## config.mk

```make
export PLATFORM = sky130hd
export DESIGN_NAME = alu_share_ctrl
export DESIGN_NICKNAME = d
export VERILOG_FILES = /design/src/rtl/alu_pkg.sv /design/src/rtl/alu_share_ctrl_arb2.sv /design/src/rtl/alu_share_ctrl.sv
export SDC_FILE = /design/constraint.sdc
export NUM_CORES = 1
export LEC_CHECK = 0
export CELL_PAD_IN_SITES_DETAIL_PLACEMENT = 1
export CELL_PAD_IN_SITES_GLOBAL_PLACEMENT = 1
export CORE_MARGIN = 2
export CORE_UTILIZATION = 33
export DETAILED_ROUTE_END_ITERATION = 16
export PLACE_DENSITY_LB_ADDON = 0.15
export SLEW_MARGIN = 20
export SYNTH_ARGS = -nofsm -noshare
export SYNTH_HDL_FRONTEND = slang
export SYNTH_SLANG_ARGS = --single-unit
```

## constraint.sdc

```tcl
create_clock -name clk -period 3.24 [get_ports clk]
set_input_delay 0.324 -clock clk [delete_from_list [all_inputs] [get_ports clk]]
set_output_delay 0.324 -clock clk [all_outputs]
set_load 0.005 [all_outputs]
```

## src/rtl/alu_pkg.sv

```systemverilog
// Shared types and constants for the ALU sharing controller.
// Holds the ALU width, the opcode encoding and the controller state encoding.
package alu_pkg;

  localparam int ALU_W = 16;

  typedef enum logic [2:0] {
    SUB  = 3'b000,
    ADD  = 3'b001,
    MUL  = 3'b010,
    DIV3 = 3'b011,
    AND  = 3'b100,
    SHL  = 3'b101,
    SHR  = 3'b110,
    NOP  = 3'b111
  } alu_op_e;

  typedef enum logic [1:0] {
    IDLE,
    EXEC,
    RESP
  } share_state_e;

  // Turn a requester id into its one-hot select.
  function automatic logic [1:0] onehot2(input logic id);
    return id ? 2'b10 : 2'b01;
  endfunction

endpackage

```

## src/rtl/alu_share_ctrl_arb2.sv

```systemverilog
// Two-way grant logic for the ALU sharing controller.
// ALU_SHARE_RR_EN selects round-robin on a tie; otherwise requester 0 wins.
module arb2 (
  input  logic [1:0] req,
  input  logic       last,
  output logic [1:0] gnt
);

`ifdef ALU_SHARE_RR_EN
  // Round-robin: on a tie grant the requester that was not granted last.
  always_comb begin
    // NOTE: every output of a combinational block gets a default first so no latch is inferred.
    gnt = 2'b00;
    if (req == 2'b11) begin
      gnt = last ? 2'b01 : 2'b10;
    end else begin
      gnt = req;
    end
  end
`else
  // The pointer has no meaning under fixed priority.
  logic unused_last;
  assign unused_last = last;

  // Fixed priority: requester 0 always wins a tie.
  always_comb begin
    gnt = {req[1] & ~req[0], req[0]};
  end
`endif

endmodule

```

## src/rtl/alu_share_ctrl.sv

```systemverilog
// Shares one combinational ALU between two requesters.
// Grants one request, registers its operands onto the ALU, captures the result
// one cycle later and returns it over a per-requester valid/ready response.
// Build option: ALU_SHARE_RR_EN enables round-robin arbitration.
module alu_share_ctrl
  import alu_pkg::*;
#(
  parameter int W     = ALU_W,
  parameter int N_REQ = 2
) (
  input  logic                      clk,
  input  logic                      rst_n,
  input  logic [N_REQ-1:0]          req_valid,
  output logic [N_REQ-1:0]          req_ready,
  input  logic [N_REQ-1:0][W-1:0]   req_a,
  input  logic [N_REQ-1:0][W-1:0]   req_b,
  input  logic [N_REQ-1:0][2:0]     req_op,
  output logic [N_REQ-1:0]          rsp_valid,
  input  logic [N_REQ-1:0]          rsp_ready,
  output logic [W-1:0]              rsp_result,
  output logic                      rsp_zero,
  output logic [W-1:0]              alu_a,
  output logic [W-1:0]              alu_b,
  output logic [2:0]                alu_ctrl,
  input  logic [W-1:0]              alu_result,
  input  logic                      alu_zero
);

  share_state_e state_q;
  logic         id_q;
  logic         last_q;
  logic [1:0]   gnt;

`ifndef ALU_SHARE_RR_EN
  // Without round-robin the pointer is a constant that favours requester 0.
  assign last_q = 1'b1;
`endif

  arb2 u_arb (
    .req  (req_valid),
    .last (last_q),
    .gnt  (gnt)
  );

  // Accept is combinational in IDLE and forced low while reset is held.
  assign req_ready = (state_q == IDLE && rst_n) ? gnt : '0;

  // Controller FSM: grant and register operands, capture ALU output, hold response.
  always_ff @(posedge clk or negedge rst_n) begin
    if (!rst_n) begin
      state_q    <= IDLE;
      id_q       <= 1'b0;
      alu_a      <= '0;
      alu_b      <= '0;
      alu_ctrl   <= '0;
      rsp_result <= '0;
      rsp_zero   <= 1'b0;
      rsp_valid  <= '0;
`ifdef ALU_SHARE_RR_EN
      last_q     <= 1'b1;
`endif
    end else begin
      // NOTE: state registers use non-blocking assignment so every update sees pre-edge values.
      case (state_q)
        IDLE: begin
          if (|gnt) begin
            id_q     <= gnt[1];
            alu_a    <= req_a[gnt[1]];
            alu_b    <= req_b[gnt[1]];
            alu_ctrl <= req_op[gnt[1]];
`ifdef ALU_SHARE_RR_EN
            last_q   <= gnt[1];
`endif
            state_q  <= EXEC;
          end
        end
        EXEC: begin
          rsp_result <= alu_result;
          rsp_zero   <= alu_zero;
          rsp_valid  <= onehot2(id_q);
          state_q    <= RESP;
        end
        RESP: begin
          if (rsp_ready[id_q]) begin
            rsp_valid <= '0;
            state_q   <= IDLE;
          end
        end
        default: state_q <= IDLE;
      endcase
    end
  end

endmodule

```

After elaboration in Yosys (flattened, before gate mapping)
Index checks and enable logic that the tools add are counted.
{ "word_totals": {"ff_bits": 57, "inputBits": 93, "wordCells": 37} }
{ "op_classes": {"magnitude_cmp": 2, "n_eq_ne": 4, "mux": 14, "n_bitwise": 2, "n_reduce_logical": 7} }
{ "ops": {"columns": ["cell", "count"], "rows": [
  ["two-way mux 16 bit", 4],
  ["two-way mux 2 bit", 4],
  ["two-way mux 3 bit", 2],
  ["case mux 2 bit (3 select lines)", 1],
  ["AND reduction 2 bit", 3],
  ["less-than comparator 1 x 2 -> 1 bit, second input constant", 2],
  ["case mux 2 bit (2 select lines)", 1],
  ["== test 2 x 1 -> 1 bit, second input constant", 1],
  ["== test 2 bit, second input constant", 1],
  ["zero test 2 bit", 1],
  ["two-way mux 1 bit", 2],
  ["inequality test 2 x 1 -> 1 bit, second input constant", 1],
  ["inequality test 2 bit, second input constant", 1],
  ["nonzero test 2 bit", 1],
  ["OR reduction 2 bit", 1],
  ["AND 1 bit", 1],
  ["logical AND 1 bit", 1],
  ["NOT 1 bit", 1]
]} }

Longest topological paths before layout
{ "logic_depth": {"word_depth": 5, "ltp_mapped": 5} }

Hierarchy
From an unflattened synthesis, not the netlist that was laid out.
{ "hier_totals": {"cells_unflattened": 176, "hier_area_um2": 2776.4} }
{ "modules_own_cells": {"columns": ["module", "n_inst", "cells_per_inst", "area_per_inst_um2", "seq_area_each_um2"], "rows": [
  ["alu_share_ctrl", 1, 174, 2755.1, 1426.4],
  ["arb2", 1, 2, 21.3, 0.0]
]} }

Worst setup path before layout
Ideal clock, no wire load.
{ "synth_path": {"kind": "reg-to-reg", "from": "register state_q[0]", "to": "register alu_a[14]", "setup_time_ns": 0.125, "arrival_time_ns": 1.370, "path_slack_ns": 1.744, "path_stages_with_launch": 6, "n_path_buf": 2, "path_cell_list": "dfrtp_1 > nor2_1 > o21a_1 > buf_4 > buf_6 > mux2_4"} }
{ "synth_via": {"elab_chain_len": 2} }
{ "synth_lines": {"columns": ["element", "line_no", "text"], "rows": [
  ["start: declaration", "alu_share_ctrl.sv:29", "share_state_e state_q;"],
  ["start signal: assignment", "alu_share_ctrl.sv:51", "state_q <= IDLE;"],
  ["start signal: assignment", "alu_share_ctrl.sv:74", "state_q <= EXEC;"],
  ["start signal: assignment", "alu_share_ctrl.sv:81", "state_q <= RESP;"],
  ["zero test 2 bit", "alu_share_ctrl.sv:64", "case (state_q)"],
  ["AND reduction 2 bit (no line)", null, null],
  ["end signal: assignment", "alu_share_ctrl.sv:68", "alu_a <= req_a[gnt[1]];"],
  ["end: declaration", "alu_share_ctrl.sv:22", "output logic [W-1:0] alu_a,"]
]} }
No other way between the ends.
A chain may end at the register's enable or synchronous reset.

Final worst setup path
{ "layout_path": {"from": "input port req_valid[0]", "to": "output port req_ready[1]"} }
{ "layout_via": {"elab_chain_len": 3} }
{ "layout_lines": {"columns": ["element", "line_no", "text"], "rows": [
  ["start: declaration", "alu_share_ctrl.sv:13", "input logic [N_REQ-1:0] req_valid,"],
  ["NOT 1 bit", "alu_share_ctrl_arb2.sv:27", "gnt = {req[1] & ~req[0], req[0]};"],
  ["AND 1 bit", "alu_share_ctrl_arb2.sv:27", null],
  ["two-way mux 2 bit", "alu_share_ctrl.sv:46", "assign req_ready = (state_q == IDLE && rst_n) ? gnt : '0;"],
  ["end: declaration", "alu_share_ctrl.sv:14", "output logic [N_REQ-1:0] req_ready,"]
]} }
No other way between the ends.

==> run metrics <==
P per Cell Area 843 nW/um^2; f_max 0.428 GHz; sequential fraction of the synthesis area 49.5%; area share of the largest cell type after synthesis 49.5%; RSZ-0062 raised after global routing false; R2R cell count 4; Synth area leaders dfrtp_1 (49%), mux2_4 (30%), mux2_2 (11%); Netlist Area Pre-Place 2880 sq um; DRC Markers 0; Core Util, Final 53.8%; via total after detailed routing 2027; antenna cell count 0; setup_tns 0 ns; Clock Sink Count 57; MaxCap Viol Count 0; dpl hpwl 5330 um; CP Capture Point req_ready[1]; crit path DAT 2.01 ns; VDD IR max 431 uV; Final setup viols 0; #FFs+latches synth 57; Syn Nets 269; cell taking the most area after synthesis dfrtp_1; starting density of the core 33.6%; data required time of the critical path 2.92 ns; Row Count 34; Slew HR 51.1%; Final nets 422; reg-to-reg startpoint state_q[0]$_DFFE_PN0P_; fin crit share 72.1%; postcts setup bufs 0; Via density 4.59; Mapped Avg Cell Area 16.4 sq um; Longest Clk Path Bufs 2; die span in x 97.5 um; Die Y 97.5 um; Slew Viols, Final 0; Startpoint Class input port; CTS tree yes; Top Ports 149; Port-buffer cells 148; critical-path maximum fanout 36; crit end category output port; cell count after synthesis 176; synth-to-layout area growth 60.3%; hold crit path type input port to async pin; status completed; antenna-violating nets left 0; R2R Setup Slk 1.18 ns; Final min period 2.33 ns; Leakage 0.00204 uW; vias in the first global route 2321; Die ar. 9500 sq um; largest net degree at the start of global routing 58; CTS HTree Levels 3; CP Class input port to output port; share of cells above drive strength 1 33.2%; Routed wire per std cell 16.6 um; First-pass DRT Iterations 2; Total GRT Usage 16.2%; Hold Slack 0.239 ns; Final GP Congestion 0.738; CTS Buf Count 9; placed insts 426; WL final 7350 um; initial antenna violation count 0; grt ovf 0; final non-filler cell total 442; Least-Margin Pin Slew 0.734 ns; Root Driver clkbuf_8; # resized after CTS 0; Critical path origin req_valid[0]; Final Hold Vio Count 0; Ys Warns 0; CTS Hold Bufs 0; Post-Route Skew 0.00568 ns; core area 8590 sq um; Worst-path clk slew 0.07 ns; r2r endpoint alu_a[9]$_DFFE_PN0P_; initial DRC count 52; Synth cell types 20; Clock Latency Late Sink 0.33 ns; global-route wire length before repair 12100 um
-- synth_stat cells (all sizes together) --
cell type	instances
o21bai	1
nand2b	1
nand3	1
nand2	3
o21a	1
buf	10
dfrtp	57
inv	1
o221a	1
a21o	2
mux2	87
a221oi	1
nor2	2
nor2b	3
and3	1
a21oi	4
-- flip-flops by register name, summed over array words and instances, names as in the netlist --
signal      flops
rsp_valid       2
state_q         2
id_q            1
alu_b          16
rsp_zero        1
rsp_result     16
alu_a          16
alu_ctrl        3
-- placed cells by master, fill, tap and decap left out --
cell	netlist	routed
a21o_1	2	2
a21oi_1	4	4
a221oi_1	1	1
and3_2	1	1
buf_2	2	1
buf_4	1	4
bufinv_16	0	2
clkbuf_1	0	1
clkbuf_8	0	10
clkdlybuf4s50_1	0	147
clkinv_2	0	2
clkinv_4	0	1
dfrtp_1	57	57
inv_1	1	1
mux2_2	29	29
mux2_4	58	58
nand2_1	3	3
nand2b_4	1	1
nand3_1	1	1
nor2_1	2	2
nor2b_1	3	3
o21a_2	0	1
o21bai_1	1	1
o221a_2	1	1
-- layout make-up --
type | instances | area [sq um]
multi-input cells | 108 | 1330
clock buffers | 11 | 141
well taps | 108 | 135
flip-flops and latches | 57 | 1430
inverters | 1 | 3.75
repair buffers | 152 | 1510
fillers | 878 | 3970
clock inverters | 5 | 78.8
-- metrics by stage --
step / total power (uW) / setup WS (ns) / instance area (sq um)
4_1_cts: 3970 / 0.869 / 4620
5_1_grt: 4150 / 0.789 / 4620
2_1_floorplan: 2220 / 1.74 / 2880
3_5_place_dp: 3200 / 0.895 / 4400
6_report: 3900 / 0.905 / 4620
3_3_place_gp: 3160 / 0.907 / 4400
-- power by group --
group | total, uW | switching, uW | internal (uW)
Combinational | 1860 | 560 | 1300
Clock | 732 | 280 | 453
Sequential | 1300 | 219 | 1080
-- cells by family (layout without fill, tap and decap cells) --
group                  Yosys count  after routing  synth area share (%)
buffers and inverters           11            169                  4.38
muxes                           87             87                  41.5
DFF                             57             57                  49.5
and+or+nand+nor                 11             11                  2.21
AOI/OAI and AO/OA               10             10                  2.43
-- critical path, stage by stage --
cell	delay (ns)
clkdlybuf4s50_1	0.46
nand2b_4	0.48
nor2_1	0.21
clkdlybuf4s50_1	0.53
-- worst min-delay path by stage --
stage                                       endpoint  slack (ns)  cells past startpoint
final                          alu_a[15]$_DFFE_PN0P_        0.24                      2
after CTS                 rsp_result[11]$_DFFE_PN0P_        0.26                      2
after floorplan                 alu_a[0]$_DFFE_PN0P_        0.03                      0
after global placement    rsp_result[15]$_DFFE_PN0P_        0.49                      1
after detailed placement        alu_b[6]$_DFFE_PN0P_        0.49                      1
after global routing           alu_a[15]$_DFFE_PN0P_        0.29                      2
-- layer usage --
metal | wire length [um] | global-route usage, %
met2 | 3450 | 25.0
met3 | 570 | 6.62
met4 | 78 | 4.17
met5 | 0 | 0
met1 | 3250 | 21.1
No activity file was read; power rests on OpenSTA's default activity.
